## src/rtl/issue_ctrl_pkg.sv

```systemverilog
// Shared definitions for the issue sequencer: RoB tag width, RV32I opcode
// constants, FSM state encoding and the opcode classification helpers.
package issue_ctrl_pkg;

  localparam int ROB_SIZE_WIDTH = 3;

  localparam logic [6:0] LUI     = 7'b0110111;
  localparam logic [6:0] AUIPC   = 7'b0010111;
  localparam logic [6:0] JAL     = 7'b1101111;
  localparam logic [6:0] JALR    = 7'b1100111;
  localparam logic [6:0] B_TYPE  = 7'b1100011;
  localparam logic [6:0] LD_TYPE = 7'b0000011;
  localparam logic [6:0] S_TYPE  = 7'b0100011;
  localparam logic [6:0] I_TYPE  = 7'b0010011;
  localparam logic [6:0] R_TYPE  = 7'b0110011;

  typedef enum logic {
    ST_EMPTY = 1'b0,
    ST_HOLD  = 1'b1
  } issue_state_e;

  typedef enum logic {
    UNIT_RS  = 1'b0,
    UNIT_LSB = 1'b1
  } unit_e;

  // Memory ops go to the load/store buffer, everything else to the RS.
  function automatic unit_e unit_of(input logic [6:0] op);
    unit_e u;
    case (op)
      LD_TYPE, S_TYPE:                                     u = UNIT_LSB;
      R_TYPE, I_TYPE, B_TYPE, LUI, AUIPC, JAL, JALR:       u = UNIT_RS;
      default:                                             u = UNIT_RS;
    endcase
    return u;
  endfunction

  // Stores and branches never write a register; neither does rd = x0.
  function automatic logic writes_rd(input logic [6:0] op, input logic [4:0] rd);
    return (op != S_TYPE) && (op != B_TYPE) && (rd != 5'd0);
  endfunction

  // LUI, AUIPC and JAL have no rs1 operand.
  function automatic logic keeps_rs1(input logic [6:0] op);
    return (op != LUI) && (op != AUIPC) && (op != JAL);
  endfunction

  // Only R-type, stores and branches read rs2.
  function automatic logic keeps_rs2(input logic [6:0] op);
    return (op == R_TYPE) || (op == S_TYPE) || (op == B_TYPE);
  endfunction

endpackage

```

## src/rtl/issue_ctrl_if.sv

```systemverilog
// Bundle of decoder, CDB, back-end and rename signals around issue_ctrl.
// The slave modport is the sequencer's view; master is the environment's.
interface issue_ctrl_if
  import issue_ctrl_pkg::*;
#(
  parameter int ROB_W = ROB_SIZE_WIDTH
);
  // Global control
  logic             rdy;
  logic             clear;
  // Decoder side
  logic             dec_valid;
  logic             dec_ready;
  logic [31:0]      dec_instr;
  logic [31:0]      dec_pc;
  logic [31:0]      dec_imm;
  logic [31:0]      dec_val1;
  logic [31:0]      dec_val2;
  logic             dec_dep1;
  logic             dec_dep2;
  logic [ROB_W-1:0] dec_q1;
  logic [ROB_W-1:0] dec_q2;
  // Common data buses
  logic             cdb_alu_valid;
  logic [ROB_W-1:0] cdb_alu_id;
  logic [31:0]      cdb_alu_val;
  logic             cdb_lsb_valid;
  logic [ROB_W-1:0] cdb_lsb_id;
  logic [31:0]      cdb_lsb_val;
  // Back-end status
  logic             rob_full;
  logic [ROB_W-1:0] rob_tail;
  logic             rs_full;
  logic             lsb_full;
  // Issue strobes and payload
  logic             rob_issue;
  logic             rs_issue;
  logic             lsb_issue;
  logic [31:0]      iss_instr;
  logic [31:0]      iss_pc;
  logic [31:0]      iss_imm;
  logic [31:0]      iss_val1;
  logic [31:0]      iss_val2;
  logic             iss_dep1;
  logic             iss_dep2;
  logic [ROB_W-1:0] iss_q1;
  logic [ROB_W-1:0] iss_q2;
  logic [ROB_W-1:0] iss_rob_id;
  // Rename port
  logic             ren_en;
  logic [4:0]       ren_rd;
  logic [ROB_W-1:0] ren_id;

  modport slave (
    input  rdy, clear,
    input  dec_valid, dec_instr, dec_pc, dec_imm,
    input  dec_val1, dec_val2, dec_dep1, dec_dep2, dec_q1, dec_q2,
    input  cdb_alu_valid, cdb_alu_id, cdb_alu_val,
    input  cdb_lsb_valid, cdb_lsb_id, cdb_lsb_val,
    input  rob_full, rob_tail, rs_full, lsb_full,
    output dec_ready,
    output rob_issue, rs_issue, lsb_issue,
    output iss_instr, iss_pc, iss_imm, iss_val1, iss_val2,
    output iss_dep1, iss_dep2, iss_q1, iss_q2, iss_rob_id,
    output ren_en, ren_rd, ren_id
  );

  modport master (
    output rdy, clear,
    output dec_valid, dec_instr, dec_pc, dec_imm,
    output dec_val1, dec_val2, dec_dep1, dec_dep2, dec_q1, dec_q2,
    output cdb_alu_valid, cdb_alu_id, cdb_alu_val,
    output cdb_lsb_valid, cdb_lsb_id, cdb_lsb_val,
    output rob_full, rob_tail, rs_full, lsb_full,
    input  dec_ready,
    input  rob_issue, rs_issue, lsb_issue,
    input  iss_instr, iss_pc, iss_imm, iss_val1, iss_val2,
    input  iss_dep1, iss_dep2, iss_q1, iss_q2, iss_rob_id,
    input  ren_en, ren_rd, ren_id
  );

endinterface

```

## src/rtl/issue_ctrl_cdb_bypass.sv

```systemverilog
// cdb_bypass: resolves one waiting operand against both result buses.
// If the operand is still pending and a bus broadcasts its tag, the operand
// becomes ready with the broadcast value. The ALU bus wins a (illegal) tie.
module issue_ctrl_cdb_bypass
  import issue_ctrl_pkg::*;
#(
  parameter int ROB_W = ROB_SIZE_WIDTH
) (
  input  logic             dep_in,
  input  logic [ROB_W-1:0] tag,
  input  logic [31:0]      val_in,
  input  logic             alu_valid,
  input  logic [ROB_W-1:0] alu_id,
  input  logic [31:0]      alu_val,
  input  logic             lsb_valid,
  input  logic [ROB_W-1:0] lsb_id,
  input  logic [31:0]      lsb_val,
  output logic             dep_out,
  output logic [31:0]      val_out
);

  // Tag match against ALU bus first, then LSB bus.
  always_comb begin
    // NOTE: every always_comb output gets a default first so no path can infer a latch.
    dep_out = dep_in;
    val_out = val_in;
    if (dep_in && alu_valid && (alu_id == tag)) begin
      dep_out = 1'b0;
      val_out = alu_val;
    end else if (dep_in && lsb_valid && (lsb_id == tag)) begin
      dep_out = 1'b0;
      val_out = lsb_val;
    end
  end

endmodule

```

## src/rtl/issue_ctrl.sv

```systemverilog
// issue_ctrl: one-entry dispatch sequencer between decoder and back-end.
// Holds a decoded instruction until the RoB and its target unit (RS or LSB)
// can both take it, snoops the CDBs meanwhile, then issues and renames rd.
module issue_ctrl
  import issue_ctrl_pkg::*;
#(
  parameter int ROB_W = ROB_SIZE_WIDTH
) (
  input logic        clk,
  input logic        rst,
  issue_ctrl_if.slave bus
);

  typedef struct packed {
    logic [31:0]      instr;
    logic [31:0]      pc;
    logic [31:0]      imm;
    logic [31:0]      val1;
    logic [31:0]      val2;
    logic             dep1;
    logic             dep2;
    logic [ROB_W-1:0] q1;
    logic [ROB_W-1:0] q2;
  } hold_t;

  issue_state_e state_q, state_d;
  hold_t        hold_q, hold_d;

  logic        hold_valid;
  logic        to_lsb;
  logic        need;
  logic        fire;
  logic        dec_ready_c;
  logic        accept;

  logic        in_dep1, in_dep2;
  logic        cap_dep1, cap_dep2;
  logic [31:0] cap_val1, cap_val2;
  logic        byp_dep1, byp_dep2;
  logic [31:0] byp_val1, byp_val2;

  assign hold_valid = (state_q == ST_HOLD);
  assign to_lsb     = (unit_of(hold_q.instr[6:0]) == UNIT_LSB);

  // Operands the opcode does not read must never wait on a tag.
  assign in_dep1 = bus.dec_dep1 & keeps_rs1(bus.dec_instr[6:0]);
  assign in_dep2 = bus.dec_dep2 & keeps_rs2(bus.dec_instr[6:0]);

  // Capture path: resolve incoming operands against this cycle's broadcasts.
  issue_ctrl_cdb_bypass #(.ROB_W(ROB_W)) u_cap1 (
    .dep_in (in_dep1),           .tag    (bus.dec_q1),        .val_in (bus.dec_val1),
    .alu_valid(bus.cdb_alu_valid), .alu_id(bus.cdb_alu_id),   .alu_val(bus.cdb_alu_val),
    .lsb_valid(bus.cdb_lsb_valid), .lsb_id(bus.cdb_lsb_id),   .lsb_val(bus.cdb_lsb_val),
    .dep_out(cap_dep1),          .val_out(cap_val1)
  );

  issue_ctrl_cdb_bypass #(.ROB_W(ROB_W)) u_cap2 (
    .dep_in (in_dep2),           .tag    (bus.dec_q2),        .val_in (bus.dec_val2),
    .alu_valid(bus.cdb_alu_valid), .alu_id(bus.cdb_alu_id),   .alu_val(bus.cdb_alu_val),
    .lsb_valid(bus.cdb_lsb_valid), .lsb_id(bus.cdb_lsb_id),   .lsb_val(bus.cdb_lsb_val),
    .dep_out(cap_dep2),          .val_out(cap_val2)
  );

  // Issue path: held operands with a same-cycle broadcast folded in. The same
  // result also refreshes the hold register when the entry keeps waiting.
  issue_ctrl_cdb_bypass #(.ROB_W(ROB_W)) u_byp1 (
    .dep_in (hold_q.dep1),       .tag    (hold_q.q1),         .val_in (hold_q.val1),
    .alu_valid(bus.cdb_alu_valid), .alu_id(bus.cdb_alu_id),   .alu_val(bus.cdb_alu_val),
    .lsb_valid(bus.cdb_lsb_valid), .lsb_id(bus.cdb_lsb_id),   .lsb_val(bus.cdb_lsb_val),
    .dep_out(byp_dep1),          .val_out(byp_val1)
  );

  issue_ctrl_cdb_bypass #(.ROB_W(ROB_W)) u_byp2 (
    .dep_in (hold_q.dep2),       .tag    (hold_q.q2),         .val_in (hold_q.val2),
    .alu_valid(bus.cdb_alu_valid), .alu_id(bus.cdb_alu_id),   .alu_val(bus.cdb_alu_val),
    .lsb_valid(bus.cdb_lsb_valid), .lsb_id(bus.cdb_lsb_id),   .lsb_val(bus.cdb_lsb_val),
    .dep_out(byp_dep2),          .val_out(byp_val2)
  );

  // FSM next state plus the issue/accept handshake decisions.
  always_comb begin
    state_d     = state_q;
    need        = bus.rob_full | (to_lsb ? bus.lsb_full : bus.rs_full);
    fire        = bus.rdy & ~bus.clear & hold_valid & ~need;
    dec_ready_c = bus.rdy & ~bus.clear & (~hold_valid | fire);
    accept      = bus.dec_valid & dec_ready_c;
    case (state_q)
      ST_EMPTY: begin
        if (accept) state_d = ST_HOLD;
      end
      ST_HOLD: begin
        if (bus.rdy && bus.clear) state_d = ST_EMPTY;
        else if (accept)          state_d = ST_HOLD;
        else if (fire)            state_d = ST_EMPTY;
      end
      default: state_d = ST_EMPTY;
    endcase
  end

  // State register; rdy low freezes it because state_d equals state_q then.
  always_ff @(posedge clk) begin
    // NOTE: non-blocking assignments in clocked blocks so every flop samples pre-edge values.
    if (rst) state_q <= ST_EMPTY;
    else     state_q <= state_d;
  end

  // Next hold contents: new instruction on accept, else snoop the CDBs.
  always_comb begin
    hold_d = hold_q;
    if (accept) begin
      hold_d.instr = bus.dec_instr;
      hold_d.pc    = bus.dec_pc;
      hold_d.imm   = bus.dec_imm;
      hold_d.val1  = cap_val1;
      hold_d.val2  = cap_val2;
      hold_d.dep1  = cap_dep1;
      hold_d.dep2  = cap_dep2;
      hold_d.q1    = bus.dec_q1;
      hold_d.q2    = bus.dec_q2;
    end else begin
      hold_d.val1  = byp_val1;
      hold_d.val2  = byp_val2;
      hold_d.dep1  = byp_dep1;
      hold_d.dep2  = byp_dep2;
    end
  end

  // Hold register; only updated while the pipeline is enabled.
  always_ff @(posedge clk) begin
    // NOTE: the hold register is ordinary flops, not a memory, so it is cleared at reset and the payload is deterministic.
    if (rst)          hold_q <= '0;
    else if (bus.rdy) hold_q <= hold_d;
  end

  assign bus.dec_ready  = dec_ready_c;
  assign bus.rob_issue  = fire;
  assign bus.rs_issue   = fire & ~to_lsb;
  assign bus.lsb_issue  = fire & to_lsb;

  assign bus.iss_instr  = hold_q.instr;
  assign bus.iss_pc     = hold_q.pc;
  assign bus.iss_imm    = hold_q.imm;
  assign bus.iss_val1   = byp_val1;
  assign bus.iss_val2   = byp_val2;
  assign bus.iss_dep1   = byp_dep1;
  assign bus.iss_dep2   = byp_dep2;
  assign bus.iss_q1     = hold_q.q1;
  assign bus.iss_q2     = hold_q.q2;
  assign bus.iss_rob_id = bus.rob_tail;

  assign bus.ren_en     = fire & writes_rd(hold_q.instr[6:0], hold_q.instr[11:7]);
  assign bus.ren_rd     = hold_q.instr[11:7];
  assign bus.ren_id     = bus.rob_tail;

endmodule

```

## src/flat_wrapper.sv

```systemverilog
// flat-port wrapper written by rule: the top's interface ports become plain ports
module issue_ctrl_flat import issue_ctrl_pkg::*;
#(
  parameter int ROB_W = ROB_SIZE_WIDTH
)
  (clk, rst, bus_rdy, bus_clear, bus_dec_valid, bus_dec_instr, bus_dec_pc, bus_dec_imm, bus_dec_val1, bus_dec_val2, bus_dec_dep1, bus_dec_dep2, bus_dec_q1, bus_dec_q2, bus_cdb_alu_valid, bus_cdb_alu_id, bus_cdb_alu_val, bus_cdb_lsb_valid, bus_cdb_lsb_id, bus_cdb_lsb_val, bus_rob_full, bus_rob_tail, bus_rs_full, bus_lsb_full, bus_dec_ready, bus_rob_issue, bus_rs_issue, bus_lsb_issue, bus_iss_instr, bus_iss_pc, bus_iss_imm, bus_iss_val1, bus_iss_val2, bus_iss_dep1, bus_iss_dep2, bus_iss_q1, bus_iss_q2, bus_iss_rob_id, bus_ren_en, bus_ren_rd, bus_ren_id);
  issue_ctrl_if #(.ROB_W(ROB_W)) bus_i ();
  input logic clk;
  input logic rst;
  input wire logic [$bits(bus_i.rdy)-1:0] bus_rdy;
  input wire logic [$bits(bus_i.clear)-1:0] bus_clear;
  input wire logic [$bits(bus_i.dec_valid)-1:0] bus_dec_valid;
  input wire logic [$bits(bus_i.dec_instr)-1:0] bus_dec_instr;
  input wire logic [$bits(bus_i.dec_pc)-1:0] bus_dec_pc;
  input wire logic [$bits(bus_i.dec_imm)-1:0] bus_dec_imm;
  input wire logic [$bits(bus_i.dec_val1)-1:0] bus_dec_val1;
  input wire logic [$bits(bus_i.dec_val2)-1:0] bus_dec_val2;
  input wire logic [$bits(bus_i.dec_dep1)-1:0] bus_dec_dep1;
  input wire logic [$bits(bus_i.dec_dep2)-1:0] bus_dec_dep2;
  input wire logic [$bits(bus_i.dec_q1)-1:0] bus_dec_q1;
  input wire logic [$bits(bus_i.dec_q2)-1:0] bus_dec_q2;
  input wire logic [$bits(bus_i.cdb_alu_valid)-1:0] bus_cdb_alu_valid;
  input wire logic [$bits(bus_i.cdb_alu_id)-1:0] bus_cdb_alu_id;
  input wire logic [$bits(bus_i.cdb_alu_val)-1:0] bus_cdb_alu_val;
  input wire logic [$bits(bus_i.cdb_lsb_valid)-1:0] bus_cdb_lsb_valid;
  input wire logic [$bits(bus_i.cdb_lsb_id)-1:0] bus_cdb_lsb_id;
  input wire logic [$bits(bus_i.cdb_lsb_val)-1:0] bus_cdb_lsb_val;
  input wire logic [$bits(bus_i.rob_full)-1:0] bus_rob_full;
  input wire logic [$bits(bus_i.rob_tail)-1:0] bus_rob_tail;
  input wire logic [$bits(bus_i.rs_full)-1:0] bus_rs_full;
  input wire logic [$bits(bus_i.lsb_full)-1:0] bus_lsb_full;
  output wire logic [$bits(bus_i.dec_ready)-1:0] bus_dec_ready;
  output wire logic [$bits(bus_i.rob_issue)-1:0] bus_rob_issue;
  output wire logic [$bits(bus_i.rs_issue)-1:0] bus_rs_issue;
  output wire logic [$bits(bus_i.lsb_issue)-1:0] bus_lsb_issue;
  output wire logic [$bits(bus_i.iss_instr)-1:0] bus_iss_instr;
  output wire logic [$bits(bus_i.iss_pc)-1:0] bus_iss_pc;
  output wire logic [$bits(bus_i.iss_imm)-1:0] bus_iss_imm;
  output wire logic [$bits(bus_i.iss_val1)-1:0] bus_iss_val1;
  output wire logic [$bits(bus_i.iss_val2)-1:0] bus_iss_val2;
  output wire logic [$bits(bus_i.iss_dep1)-1:0] bus_iss_dep1;
  output wire logic [$bits(bus_i.iss_dep2)-1:0] bus_iss_dep2;
  output wire logic [$bits(bus_i.iss_q1)-1:0] bus_iss_q1;
  output wire logic [$bits(bus_i.iss_q2)-1:0] bus_iss_q2;
  output wire logic [$bits(bus_i.iss_rob_id)-1:0] bus_iss_rob_id;
  output wire logic [$bits(bus_i.ren_en)-1:0] bus_ren_en;
  output wire logic [$bits(bus_i.ren_rd)-1:0] bus_ren_rd;
  output wire logic [$bits(bus_i.ren_id)-1:0] bus_ren_id;
  assign bus_i.rdy = bus_rdy;
  assign bus_i.clear = bus_clear;
  assign bus_i.dec_valid = bus_dec_valid;
  assign bus_i.dec_instr = bus_dec_instr;
  assign bus_i.dec_pc = bus_dec_pc;
  assign bus_i.dec_imm = bus_dec_imm;
  assign bus_i.dec_val1 = bus_dec_val1;
  assign bus_i.dec_val2 = bus_dec_val2;
  assign bus_i.dec_dep1 = bus_dec_dep1;
  assign bus_i.dec_dep2 = bus_dec_dep2;
  assign bus_i.dec_q1 = bus_dec_q1;
  assign bus_i.dec_q2 = bus_dec_q2;
  assign bus_i.cdb_alu_valid = bus_cdb_alu_valid;
  assign bus_i.cdb_alu_id = bus_cdb_alu_id;
  assign bus_i.cdb_alu_val = bus_cdb_alu_val;
  assign bus_i.cdb_lsb_valid = bus_cdb_lsb_valid;
  assign bus_i.cdb_lsb_id = bus_cdb_lsb_id;
  assign bus_i.cdb_lsb_val = bus_cdb_lsb_val;
  assign bus_i.rob_full = bus_rob_full;
  assign bus_i.rob_tail = bus_rob_tail;
  assign bus_i.rs_full = bus_rs_full;
  assign bus_i.lsb_full = bus_lsb_full;
  assign bus_dec_ready = bus_i.dec_ready;
  assign bus_rob_issue = bus_i.rob_issue;
  assign bus_rs_issue = bus_i.rs_issue;
  assign bus_lsb_issue = bus_i.lsb_issue;
  assign bus_iss_instr = bus_i.iss_instr;
  assign bus_iss_pc = bus_i.iss_pc;
  assign bus_iss_imm = bus_i.iss_imm;
  assign bus_iss_val1 = bus_i.iss_val1;
  assign bus_iss_val2 = bus_i.iss_val2;
  assign bus_iss_dep1 = bus_i.iss_dep1;
  assign bus_iss_dep2 = bus_i.iss_dep2;
  assign bus_iss_q1 = bus_i.iss_q1;
  assign bus_iss_q2 = bus_i.iss_q2;
  assign bus_iss_rob_id = bus_i.iss_rob_id;
  assign bus_ren_en = bus_i.ren_en;
  assign bus_ren_rd = bus_i.ren_rd;
  assign bus_ren_id = bus_i.ren_id;
  issue_ctrl #(.ROB_W(ROB_W)) u_core (.clk(clk), .rst(rst), .bus(bus_i));
endmodule
```

## config.mk

```make
export PLATFORM = sky130hd
export DESIGN_NAME = issue_ctrl_flat
export DESIGN_NICKNAME = d
export VERILOG_FILES = /design/src/rtl/issue_ctrl_pkg.sv /design/src/rtl/issue_ctrl_if.sv /design/src/rtl/issue_ctrl_cdb_bypass.sv /design/src/rtl/issue_ctrl.sv /design/src/flat_wrapper.sv
export SDC_FILE = /design/constraint.sdc
export NUM_CORES = 1
export LEC_CHECK = 0
export BUFFER_PORTS_ARGS = -buffer_cell sky130_fd_sc_hd__buf_2
export CAP_MARGIN = 20
export CORE_AREA = 2 2 167 169
export DETAILED_ROUTE_END_ITERATION = 6
export DIE_AREA = 0 0 169 171
export PLACE_DENSITY_LB_ADDON = 0.2
export SLEW_MARGIN = 20
export SYNTH_ARGS = -nofsm -noshare
export SYNTH_HDL_FRONTEND = slang
export SYNTH_SLANG_ARGS = --single-unit
```

## constraint.sdc

```tcl
create_clock -name clk -period 2.8 [get_ports clk]
set_input_delay 0.28 -clock clk [delete_from_list [all_inputs] [get_ports clk]]
set_output_delay 0.28 -clock clk [all_outputs]
set_load 0.03 [all_outputs]
```

# == After elaboration in Yosys (flattened, before gate mapping) ==
# Cells that the tools add are included.
# classes
n_reduce_logical,26
n_eq_ne,18
n_mux,24
n_bitwise,16
# ops
op,count
2-to-1 mux 32 bit,8
2-to-1 mux 66 bit,1
== test 3 bit,8
== test 7 x 6 -> 1 bit (second input constant),3
logical AND 1 bit,21
2-to-1 mux 1 bit,14
!= test 7 x 6 -> 1 bit (second input constant),2
!= test 7 bit (second input constant),2
bitwise AND 1 bit,10
== test 7 x 2 -> 1 bit (second input constant),1
== test 7 bit (second input constant),1
!= test 7 x 5 -> 1 bit (second input constant),1
nonzero test 5 bit,1
NOT 1 bit,4
logical OR 1 bit,2
OR 1 bit,2
case mux 1 bit (2 select lines),1
AND reduction 2 bit,1
OR reduction 2 bit,1
# word_totals
out_inout_bits,184
ff_bits,169
input_bits,251

# == Longest topological paths before layout ==
# Gate-level depths: netlist of the first run.
# logic_depth
word_depth,13
ltp_mapped,8
ltp_nobuf,5

# == Modules after synthesis ==
# Synthesis of the first run repeated with hierarchy kept, for this count alone.
# hier_totals
cells_unflattened,1726
hier_area_um2,13161.4
# by_module_without_submodules
module,cells_each,instances,seq_area_each_um2,area_per_inst_um2
issue_ctrl,1258,1,3383.2,10003.3
issue_ctrl_cdb_bypass,117,4,0.0,789.5

# == Worst setup path after synthesis of the first run ==
# No wires, ideal clock.
# synth_timing
kind,register to output
startpoint,"register u_core.hold_q, in the netlist u_core.bus.iss_instr[0]"
endpoint,output bus_ren_en
n_path_buf,0
t_arrival_ps,2042
stages_incl_launch_ff,5
slack_ps,478
path_cell_list,dfxtp_1 -> nand3b_4 -> o41a_1 -> or3_1 -> a221oi_1
# synth_via
elab_chain_len,8
word_cells_on_any_way,13
# synth_lines
element,line_no,text
"start, declared",issue_ctrl.sv:27,"hold_t hold_q, hold_d;"
"start signal, assigned",issue_ctrl.sv:132,else if (bus.rdy) hold_q <= hold_d;
== test 7 x 2 -> 1 bit / == test 7 x 6 -> 1 bit (equally long branches),issue_ctrl_pkg.sv:30,case (op)
OR reduction 2 bit,issue_ctrl_pkg.sv:30,
2-to-1 mux 1 bit,issue_ctrl_pkg.sv:30,
2-to-1 mux 1 bit,issue_ctrl.sv:83,need = bus.rob_full | (to_lsb ? bus.lsb_full : bus.rs_full);
OR 1 bit,issue_ctrl.sv:83,
NOT 1 bit,issue_ctrl.sv:84,fire = bus.rdy & ~bus.clear & hold_valid & ~need;
bitwise AND 1 bit,issue_ctrl.sv:84,
bitwise AND 1 bit *,issue_ctrl.sv:151,"assign bus.ren_en = fire & writes_rd(hold_q.instr[6:0], hold_q.instr[11:7]);"
"end, declared",flat_wrapper.sv:46,output wire logic [$bits(bus_i.ren_en)-1:0] bus_ren_en;
# Every way passes the cells marked *; elsewhere a longest branch is shown, timed or not.

# == Worst setup path in the final report of the first run ==
# layout_timing
startpoint,"register u_core.hold_q, in the netlist u_core.bus.iss_q1[2]"
endpoint,output bus_iss_val1[1]
# layout_via
elab_chain_len,4
word_cells_on_any_way,6
# layout_lines
element,line_no,text
== test 3 bit,issue_ctrl_cdb_bypass.sv:30,end else if (dep_in && lsb_valid && (lsb_id == tag)) begin
logical AND 1 bit,issue_ctrl_cdb_bypass.sv:30,
2-to-1 mux 32 bit,issue_ctrl_cdb_bypass.sv:30,
2-to-1 mux 32 bit *,issue_ctrl_cdb_bypass.sv:27,if (dep_in && alu_valid && (alu_id == tag)) begin
"end, declared",flat_wrapper.sv:39,output wire logic [$bits(bus_i.iss_val1)-1:0] bus_iss_val1;
# Marks and branches as above.

==> run metrics, run 1 <==
Peak Freq 367 MHz; register area share after synthesis 0.302; Post-synth ARST share 0; chip height 171 um; Mapped Area 0.0112 sq mm; Synth Net Count between 1,500 and 2,000; CP Capture Type output pin; Root Buffer clkbuf_16; Crit Path Max Fanout 33; Detailed Route WL 45,700 um; fin. max-slew vios 0; pre-CTS setup slack approximately 0.20 ns; First DRT Iteration DRCs 1,223; H-tree depth 4; post-layout minimum cycle time around 2.7 ns; fin util 0.498; most common cell after layout, fill and taps aside buf_2; routed length per instance 21.2 um; die area 0.0289 sq mm; VDD IR max 0.380 mV; EDFF count, synth 0; slowest CP cell or4_1; Final WS setup 0.0774 ns; synthesis-stage register bit count 169; Initial Util 0.410; Max Root-Sink Buffers 2; vias in the first global route 11,700; I/O Pins 435; Post-DP Area 0.0129 sq mm; aggregate global routing overflow 0; post-route ant nets 0; worst path required time 2.52 ns; Syn Inst Count roughly 1,600; unrepaired setup endpoints after global routing false; CTS Hold Bufs 0; Avg Cell Area, Syn 7.17 sq um; largest net degree at the start of global routing 93; hpwl dp about 30,000 um; worst-skew pair later-pin latency 0.44 ns; max incr delay on CP 0.56 ns; TNS Setup 0 ns; number of vias in the routed layout 12,700; Max Cap Violations 0; DR pass1 iterations 5; IO buf count roughly 430; design area 0.0136 sq mm; routability cong. 0.853; Clock Power Share 0.371; combinational power share 0.232; GR Util All Layers 0.297; Core ar. 0.0273 sq mm; sw frac 0.347; Hold WC Path Type in -> reg; num rows 61; Arr. time, crit path 2.44 ns; CP Class reg -> out; commonest cells after routing, fill and taps aside buf_2, nand2_1, a21oi_1; Psw about 0.0023 W; Final setup viols 0; power density over cell area around 480 mW/mm^2; DRC viols 0; number of buffers created by CTS 17; area delta synth->final 21.6%; CTS sink cnt 169; fin crit share 0.972; CP startpoint kind flip-flop; Chip Width 169 um; Flop pwr share 0.397; share of layout cells above drive strength 1 0.309; first-pass GRT wire length 67,100 um; delay-heaviest family, CP simple AND/OR/NAND/NOR gates; Slew headroom 0.325; Setup Skew between 0.02 and 0.03 ns; CTS tree built; status finished, final reports clean; Yosys warnings 0; fin nets 2,046; critical path buffer and inverter count 3; worst path cell trace buf_4, xor2_1, or4_1, buf_8, nor2_1, nor2_1, buf_2; Worst-Margin Slew 1.01 ns; Leak Pwr 6.38 nW; Pint 0.00425 W; Synth cell types 52; Fin. Hold Viols 0; Main synth FF type dfxtp_1; DR vias/cell 5.88; Clk pin slew, worst setup/hold paths 0.09 ns; initial antenna violation count 8; CP most frequent cell nor2_1
final cells by class:
type | count | area (sq um)
antenna | 6 | 15.0
clock buffer | 18 | 439
clock inverter | 14 | 153
fill | 2729 | 13700
inverter | 34 | 128
multi-input combinational | 1106 | 6480
sequential | 169 | 3390
tap | 346 | 433
timing repair buffer | 467 | 2580
tightest hold or removal path, cell delays in order:
cell	delay [ns]
buf_2	0.10
nand2_1	0.05
a21oi_1	0.05
synth_stat cells (all sizes together), types with 31 or more instances:
cell | instances | share of area
nand2 | 291 | 0.098
clkbuf | 121 | 0.041
o31ai | 32 | 0.021
buf | 134 | 0.086
inv | 34 | 0.011
and3 | 79 | 0.044
a21boi | 33 | 0.022
a21oi | 213 | 0.095
nor2 | 137 | 0.046
a311oi | 34 | 0.027
nand3 | 33 | 0.015
dfxtp | 169 | 0.30
a211o | 63 | 0.049
a221oi | 33 | 0.026
a31o | 31 | 0.024
kinds of logic (layout without fill, tap and decap cells):
logic type | after synthesis | count (layout) | share of synthesized area
xor+xnor | 24 | 24 | 0.0188
mux | 2 | 2 | 0.00179
simple gates | 596 | 597 | 0.243
buf+inv | 289 | 533 | 0.138
compound gates | 483 | 483 | 0.297
other cells | 0 | 6 | 0
flops | 169 | 169 | 0.302
state kept, by name (all words and copies together), names as in the netlist:
name,cells
u_core.bus.iss_pc,32
u_core.bus.iss_instr,32
u_core.bus.iss_q2,3
u_core.bus.iss_q1,3
u_core.hold_q,66
u_core.bus.iss_imm,32
u_core.hold_valid,1
layer usage:
| metal | global-route usage | routed length [um] | vias to the layer above |
|---|---|---|---|
| li1 | - | - | 5930 |
| met1 | 0.368 | 18300 | 5960 |
| met2 | 0.514 | 22200 | 723 |
| met3 | 0.0523 | 4000 | 85 |
| met4 | 0.114 | 1160 | 2 |
| met5 | 0 | 13 | - |
repair_timing:
action                                  CTS  global route
cloned                                    0             1
endpoints found under the setup margin   34            44
setup buffers                             0             2
pin swaps                                 0             2
hold endpoints to repair                  0             0
resized for setup                         3            16
final timing paths:
| kind | from | endpoint | slack, ns | depth (start not counted) |
|---|---|---|---|---|
| worst max-delay path | u_core.bus.iss_q1[2]$_SDFFE_PP0P_ | bus_iss_val1[1] | 0.08 | 7 |
| worst min-delay path | bus_dec_imm[15] | u_core.bus.iss_imm[15]$_SDFFE_PP0P_ | 0.08 | 3 |
| worst max register to register | u_core.bus.iss_instr[0]$_SDFFE_PP0P_ | u_core.bus.iss_instr[30]$_SDFFE_PP0P_ | 0.49 | 7 |
| worst min register to register | u_core.bus.iss_pc[27]$_SDFFE_PP0P_ | u_core.bus.iss_pc[27]$_SDFFE_PP0P_ | 0.45 | 2 |
metrics by stage:
| step | instances | hold WS (ns) | total power, W |
|---|---|---|---|
| final | 2160 | 0.0766 | 0.00652 |
| after global routing | 2157 | 0.0700 | 0.00678 |
| after global placement | 2119 | 0.434 | 0.00410 |
| after CTS | 2151 | 0.0557 | 0.00653 |
| after floorplan | 1563 | 0.420 | 0.00360 |
| after detailed placement | 2119 | 0.440 | 0.00410 |
power by group through the flow:
stage          clock network (W)  logic (W)  registers (W)
4_1_cts                  0.00247    0.00147        0.00258
3_3_place_gp                   0    0.00146        0.00264
3_5_place_dp                   0    0.00147        0.00264
5_1_grt                  0.00257    0.00161        0.00260
2_1_floorplan                  0   0.000974        0.00262
6_report                 0.00242    0.00151        0.00259
(Power assumes the default switching activity.)
==> run 2: changes to the inputs <==
--- a/config.mk
+++ b/config.mk
@@ -7,9 +7,9 @@
 export LEC_CHECK = 0
 export BUFFER_PORTS_ARGS = -buffer_cell sky130_fd_sc_hd__buf_2
 export CAP_MARGIN = 20
-export CORE_AREA = 2 2 167 169
+export CORE_AREA = 2 2 171 173
 export DETAILED_ROUTE_END_ITERATION = 6
-export DIE_AREA = 0 0 169 171
+export DIE_AREA = 0 0 173 175
 export PLACE_DENSITY_LB_ADDON = 0.2
 export SLEW_MARGIN = 20
 export SYNTH_ARGS = -nofsm -noshare
==> constraint.sdc (replaced) <==
create_clock -name clk -period 2.27 [get_ports clk]
set_input_delay 0.227 -clock clk [delete_from_list [all_inputs] [get_ports clk]]
set_output_delay 0.227 -clock clk [all_outputs]
set_load 0.03 [all_outputs]
==> run metrics, run 2 (synthesized netlist as in run 1, its figures left out) <==
status finished with violations (was finished, final reports clean); failing checks negative setup slack; Clk pin slew, worst setup/hold paths 0.08 ns (was 0.09 ns); Detailed Route WL 49,900 um (was 45,700 um); Arr. time, crit path 2.34 ns (was 2.44 ns); fin. max-slew vios 0 (unchanged); aggregate global routing overflow 0 (unchanged); Core ar. 0.0284 sq mm (was 0.0273 sq mm); Initial Util 0.394 (was 0.410); number of buffers created by CTS 17 (unchanged); unrepaired setup endpoints after global routing true (was false); CTS sink cnt 169 (unchanged); post-layout minimum cycle time around 2.6 ns; Reg with most FFs u_core.hold_q (unchanged); most crowded layer after global routing met2 (unchanged); I/O Pins 435 (unchanged); Worst-Margin Slew 0.990 ns (was 1.01 ns); DR vias/cell 5.92 (was 5.88); post-route ant nets 0 (unchanged); Max Cap Violations 0 (unchanged); power density over cell area 524 mW/mm^2 (was 479 mW/mm^2); number of flip-flops in the largest register 66 (unchanged); CP Class reg -> out (unchanged); Final setup viols 66 (was 0); H-tree depth 4 (unchanged); area delta synth->final 44.0% (was 21.6%); Max Root-Sink Buffers 2 (unchanged); routability cong. 0.871 (was 0.853); DR pass1 iterations 6 (was 5); largest net degree at the start of global routing 78 (was 93); IO buf count 425 (unchanged); Root Buffer clkbuf_16 (unchanged); GR Layer Usage met2 0.499 (was 0.514); chip height 175 um (was 171 um); CP Capture Type output pin (unchanged); Setup Skew 0.0223 ns (was 0.0255 ns); Peak Freq 389 MHz; Slew headroom 0.340 (was 0.325); fin crit share 1.13; Chip Width 173 um (was 169 um); CP startpoint kind flip-flop (unchanged); met3 Usage GRT 0.0748 (was 0.0523); Leak Pwr 6.97 nW (was 6.38 nW); vias in the first global route 12,500 (was 11,700); grt met1 use 0.378 (was 0.368); Hold WC Path Type in -> reg (unchanged); fillers 2,686 (was 2,729); First DRT Iteration DRCs 1,270 (was 1,223); GR Util All Layers 0.304 (was 0.297); number of vias in the routed layout 13,400 (was 12,700); VDD IR max 0.529 mV (was 0.380 mV); DRC viols 0 (unchanged); Post-DP Area 0.0132 sq mm (was 0.0129 sq mm); hpwl dp 31,600 um (was 29,900 um); most common cell after layout, fill and taps aside buf_2 (unchanged); num rows 62 (was 61); final hold slack 0.0292 ns (was 0.0766 ns); fin nets 2,107 (was 2,046); Fin. Hold Viols 0 (unchanged); worst-skew pair later-pin latency 0.44 ns (about the same); initial antenna violation count 8 (unchanged); design area 0.0161 sq mm (was 0.0136 sq mm); Crit Path Max Fanout 8 (was 33); Final WS setup -0.298 ns (was 0.0774 ns); worst path required time 2.04 ns (was 2.52 ns); die area 0.0303 sq mm (was 0.0289 sq mm); commonest cells after routing, fill and taps aside buf_2, nand2_1, a21oi_1 (unchanged); routed length per instance 22.1 um (was 21.2 um); CTS Hold Bufs 0 (unchanged); share of layout cells above drive strength 1 0.429 (was 0.309); CTS tree built (unchanged); first-pass GRT wire length 72,300 um (was 67,100 um)
[run 2: worst paths after layout]
path	end	slack, ns	start	depth (start not counted)
max	bus_iss_val1[5]	-0.30	u_core.bus.iss_q1[0]$_SDFFE_PP0P_	7
min	u_core.bus.iss_imm[26]$_SDFFE_PP0P_	0.03	bus_dec_imm[26]	3
max reg2reg	u_core.hold_q[38]$_SDFFE_PP0P_	0.05	u_core.bus.iss_q2[2]$_SDFFE_PP0P_	7
min reg2reg	u_core.bus.iss_pc[10]$_SDFFE_PP0P_	0.45	u_core.bus.iss_pc[10]$_SDFFE_PP0P_	2
[run 2: where the power goes]
group | leakage (nW) | total [W] | switching, W | internal (W)
sequential | 1.39 | 0.00321 | 0.000110 | 0.00310
combinational | 5.30 | 0.00222 | 0.00136 | 0.000863
clock | 0.287 | 0.00302 | 0.00152 | 0.00151
[run 2: cell type report]
cell class	count	area [sq um]	share of cell area
inverter	34	128	0.00791
clock buffer	18	439	0.0272
timing repair buffer	528	3820	0.237
antenna	3	7.51	0.000465
clock inverter	14	154	0.00954
tap	384	480	0.0298
multi-input combinational	1106	7690	0.477
sequential	169	3410	0.211
[run 2: stage by stage]
stage                     setup slack [ns]  TNS [ns]   util  power [W]  cells
after floorplan                    0.00119         0      -    0.00444   1563
after global placement              0.0533         0  0.463    0.00508   2171
after detailed placement            0.0294         0  0.463    0.00509   2171
after CTS                           -0.255    -13.21  0.522    0.00828   2228
after global routing                -0.334    -16.23  0.568    0.00876   2256
final                               -0.298    -13.40  0.568    0.00846   2256
[run 2: critical path, stage by stage, from the launching register on]
cell,delay (ns)
dfxtp_2,0.34
buf_6,0.13
xor2_4,0.15
or4_4,0.68
clkbuf_16,0.27
nor2_4,0.14
nor2_2,0.05
buf_6,0.15
[run 2: routing by layer]
| metal | part of all wire | routed length, um | vias up |
|---|---|---|---|
| li1 | - | - | 6044 |
| met1 | 0.39 | 19500 | 6323 |
| met2 | 0.47 | 23500 | 828 |
| met3 | 0.096 | 4790 | 150 |
| met4 | 0.042 | 2100 | 8 |
| met5 | 0.0012 | 59 | - |
[run 2: what timing repair did]
item / in CTS / in global routing
buffers inserted: 19 / 24
endpoints found under the setup margin: 71 / 100
cloned: 6 / 6
pin swaps: 22 / 59
gates resized for setup: 221 / 247
==> run 3: changes to the inputs <==
--- a/config.mk
+++ b/config.mk
@@ -10,7 +10,7 @@
 export CORE_AREA = 2 2 171 173
 export DETAILED_ROUTE_END_ITERATION = 6
 export DIE_AREA = 0 0 173 175
-export PLACE_DENSITY_LB_ADDON = 0.2
+export PLACE_DENSITY = 0.69
 export SLEW_MARGIN = 20
 export SYNTH_ARGS = -nofsm -noshare
 export SYNTH_HDL_FRONTEND = slang
==> run metrics, run 3 (synthesized netlist as in run 1, its figures left out) <==
Max Root-Sink Buffers 2 (unchanged); Slew headroom 0.536 (was 0.340); Initial Util 0.394 (unchanged); Fin. Hold Viols 0 (unchanged); Worst-Margin Slew 0.695 ns (was 0.990 ns); initial antenna violation count 12 (was 8); unrepaired setup endpoints after global routing true (unchanged); Critical path origin u_core.bus.iss_q2[0]$_SDFFE_PP0P_ (was u_core.bus.iss_q1[0]$_SDFFE_PP0P_); CP startpoint kind flip-flop (unchanged); share of layout cells above drive strength 1 0.418 (was 0.429); status finished with violations (unchanged); Peak Freq 388 MHz (was 389 MHz); CTS tree built (unchanged); fin util 0.559 (was 0.568); aggregate global routing overflow 0 (unchanged); DR pass1 iterations 6 (unchanged); max incr delay on CP 0.66 ns (was 0.68 ns); num rows 62 (unchanged); area delta synth->final 41.7% (was 44.0%); Arr. time, crit path 2.35 ns (was 2.34 ns); routed length per instance 22.4 um (was 22.1 um); Chip Width 173 um (unchanged); fin nets 2,103 (was 2,107); CP Depth 6 (was 7); Setup Skew 0.0112 ns (was 0.0223 ns); post-route ant nets 0 (unchanged); Clk pin slew, worst setup/hold paths 0.07 ns (was 0.08 ns); CP endpoint bus_iss_val2[30] (was bus_iss_val1[5]); number of flip-flops in the largest register 66 (unchanged); CP Capture Type output pin (unchanged); fillers 2,603 (was 2,686); Final WS setup -0.304 ns (was -0.298 ns); chip height 175 um (unchanged); CTS sink cnt 169 (unchanged); CP Class reg -> out (unchanged); commonest cells after routing, fill and taps aside buf_2, nand2_1, a21oi_1 (unchanged); FF-to-FF End u_core.hold_q[7]$_SDFFE_PP0P_ (was u_core.hold_q[38]$_SDFFE_PP0P_); area of the multi-input gates 0.00740 sq mm (was 0.00769 sq mm); vias in the first global route 12,700 (was 12,500); largest net degree at the start of global routing 110 (was 78); worst r2r path cells 6 (was 7); pre-CTS setup slack -0.00754 ns (was 0.0294 ns); CTS Hold Bufs 0 (unchanged); First DRT Iteration DRCs 1,435 (was 1,270); number of buffers created by CTS 17 (unchanged); Core ar. 0.0284 sq mm (unchanged); hpwl dp 31,800 um (was 31,600 um); number of vias in the routed layout 13,400 (about the same); Root Buffer clkbuf_16 (unchanged); DR vias/cell 5.94 (was 5.92); worst path cell trace xor2_4, or4_4, buf_12, buf_16, a21oi_4, buf_6 (was buf_6, xor2_4, or4_4, clkbuf_16, nor2_4, nor2_2, buf_6); Detailed Route WL 50,500 um (was 49,900 um); first-pass GRT wire length 73,600 um (was 72,300 um); Crit Path Max Fanout 6 (was 8); H-tree depth 4 (unchanged); final hold slack 0.0272 ns (was 0.0292 ns); Max Cap Violations 0 (unchanged); Leak Pwr 6.96 nW (was 6.97 nW); failing checks negative setup slack (unchanged); Reg with most FFs u_core.hold_q (unchanged); worst path required time 2.04 ns (about the same); power density over cell area 537 mW/mm^2 (was 524 mW/mm^2); fin crit share 1.13 (about the same); post-layout minimum cycle time 2.57 ns (about the same); VDD IR max 0.388 mV (was 0.529 mV); delay-heaviest family, CP simple AND/OR/NAND/NOR gates (unchanged); GR Util All Layers 0.312 (was 0.304); worst-skew pair later-pin latency 0.44 ns (about the same); I/O Pins 435 (unchanged); Reg2Reg Launch Point u_core.bus.iss_instr[4]$_SDFFE_PP0P_ (was u_core.bus.iss_q2[2]$_SDFFE_PP0P_); critical path buffer and inverter count 3 (unchanged); final std cells w/o fill 2,255 (was 2,256); fin. max-slew vios 0 (unchanged); routability cong. 0.892 (was 0.871); R2R setup slack 0.03 ns (was 0.05 ns); die area 0.0303 sq mm (unchanged); Hold WC Path Type in -> reg (unchanged); most common cell after layout, fill and taps aside buf_2 (unchanged); IO buf count 425 (unchanged); Final setup viols 67 (was 66); Placed Cells 2,175 (was 2,171); DRC viols 0 (unchanged); slowest CP cell or4_4 (unchanged); Register Area 0.00340 sq mm (was 0.00341 sq mm)
## run 3: cell count changes in the layout (fill, tap and decap cells not counted), sizes merged
cell | before | now
buf | 523 | 518
diode | 3 | 6
inv | 39 | 45
clkinv | 8 | 0
bufbuf | 0 | 1
bufinv | 0 | 2
## run 3: worst reg2reg max path: stages, from the launching register on
cell and delay [ns]:
dfxtp_4 0.36, or4b_4 0.58, o2111ai_4 0.27, o21a_4 0.22
buf_12 0.25, nand2_1 0.13, a311oi_1 0.33
## run 3: timing repair
action,4_1_cts,5_1_grt
endpoints found under the setup margin,71,136
cloned,12,5
resized for setup,224,170
setup buffers,11,16
pin swaps,16,40
## run 3: worst min-delay path by stage
| stage | slack [ns] | to | cells after the start | startpoint |
|---|---|---|---|---|
| 6_report | 0.03 | u_core.bus.iss_imm[4]$_SDFFE_PP0P_ | 3 | bus_dec_imm[4] |
| 5_1_grt | 0.01 | u_core.bus.iss_instr[13]$_SDFFE_PP0P_ | 3 | bus_dec_instr[13] |
| 4_1_cts | 0.01 | u_core.bus.iss_imm[4]$_SDFFE_PP0P_ | 3 | bus_dec_imm[4] |
| 3_5_place_dp | 0.44 | u_core.bus.iss_imm[12]$_SDFFE_PP0P_ | 2 | u_core.bus.iss_imm[12]$_SDFFE_PP0P_ |
| 3_3_place_gp | 0.43 | u_core.bus.iss_imm[12]$_SDFFE_PP0P_ | 2 | u_core.bus.iss_imm[12]$_SDFFE_PP0P_ |
| 2_1_floorplan | 0.37 | u_core.bus.iss_imm[0]$_SDFFE_PP0P_ | 2 | bus_dec_imm[0] |
## run 3: through the flow
| step | cell area (sq um) | TNS, ns | total power [W] |
|---|---|---|---|
| 2_1_floorplan | 11200 | 0 | 0.00444 |
| 3_3_place_gp | 13200 | -0.0231 | 0.00507 |
| 3_5_place_dp | 13200 | -0.0150 | 0.00510 |
| 4_1_cts | 15000 | -14.63 | 0.00839 |
| 5_1_grt | 15900 | -18.42 | 0.00884 |
| 6_report | 15900 | -14.64 | 0.00853 |
## run 3: area by class of cell
type	count	share of cell area
Multi-Input combinational cell	1106	0.466
Timing Repair Buffer	524	0.241
Sequential cell	169	0.215
Tap cell	384	0.0303
Clock buffer	18	0.0277
Clock inverter	14	0.0106
Inverter	34	0.00804
Antenna cell	6	0.000946
## run 3: layer usage
layer | global-route usage | routed length (um)
met1 | 0.368 | 19000
met2 | 0.527 | 23700
met3 | 0.0711 | 4960
met4 | 0.165 | 2740
met5 | 0 | 73
## run 3: report_power, final
part           switching, W  total (W)  internal, W
sequential        0.0000970    0.00320      0.00311
combinational       0.00135    0.00217     0.000820
clock               0.00145    0.00316      0.00170
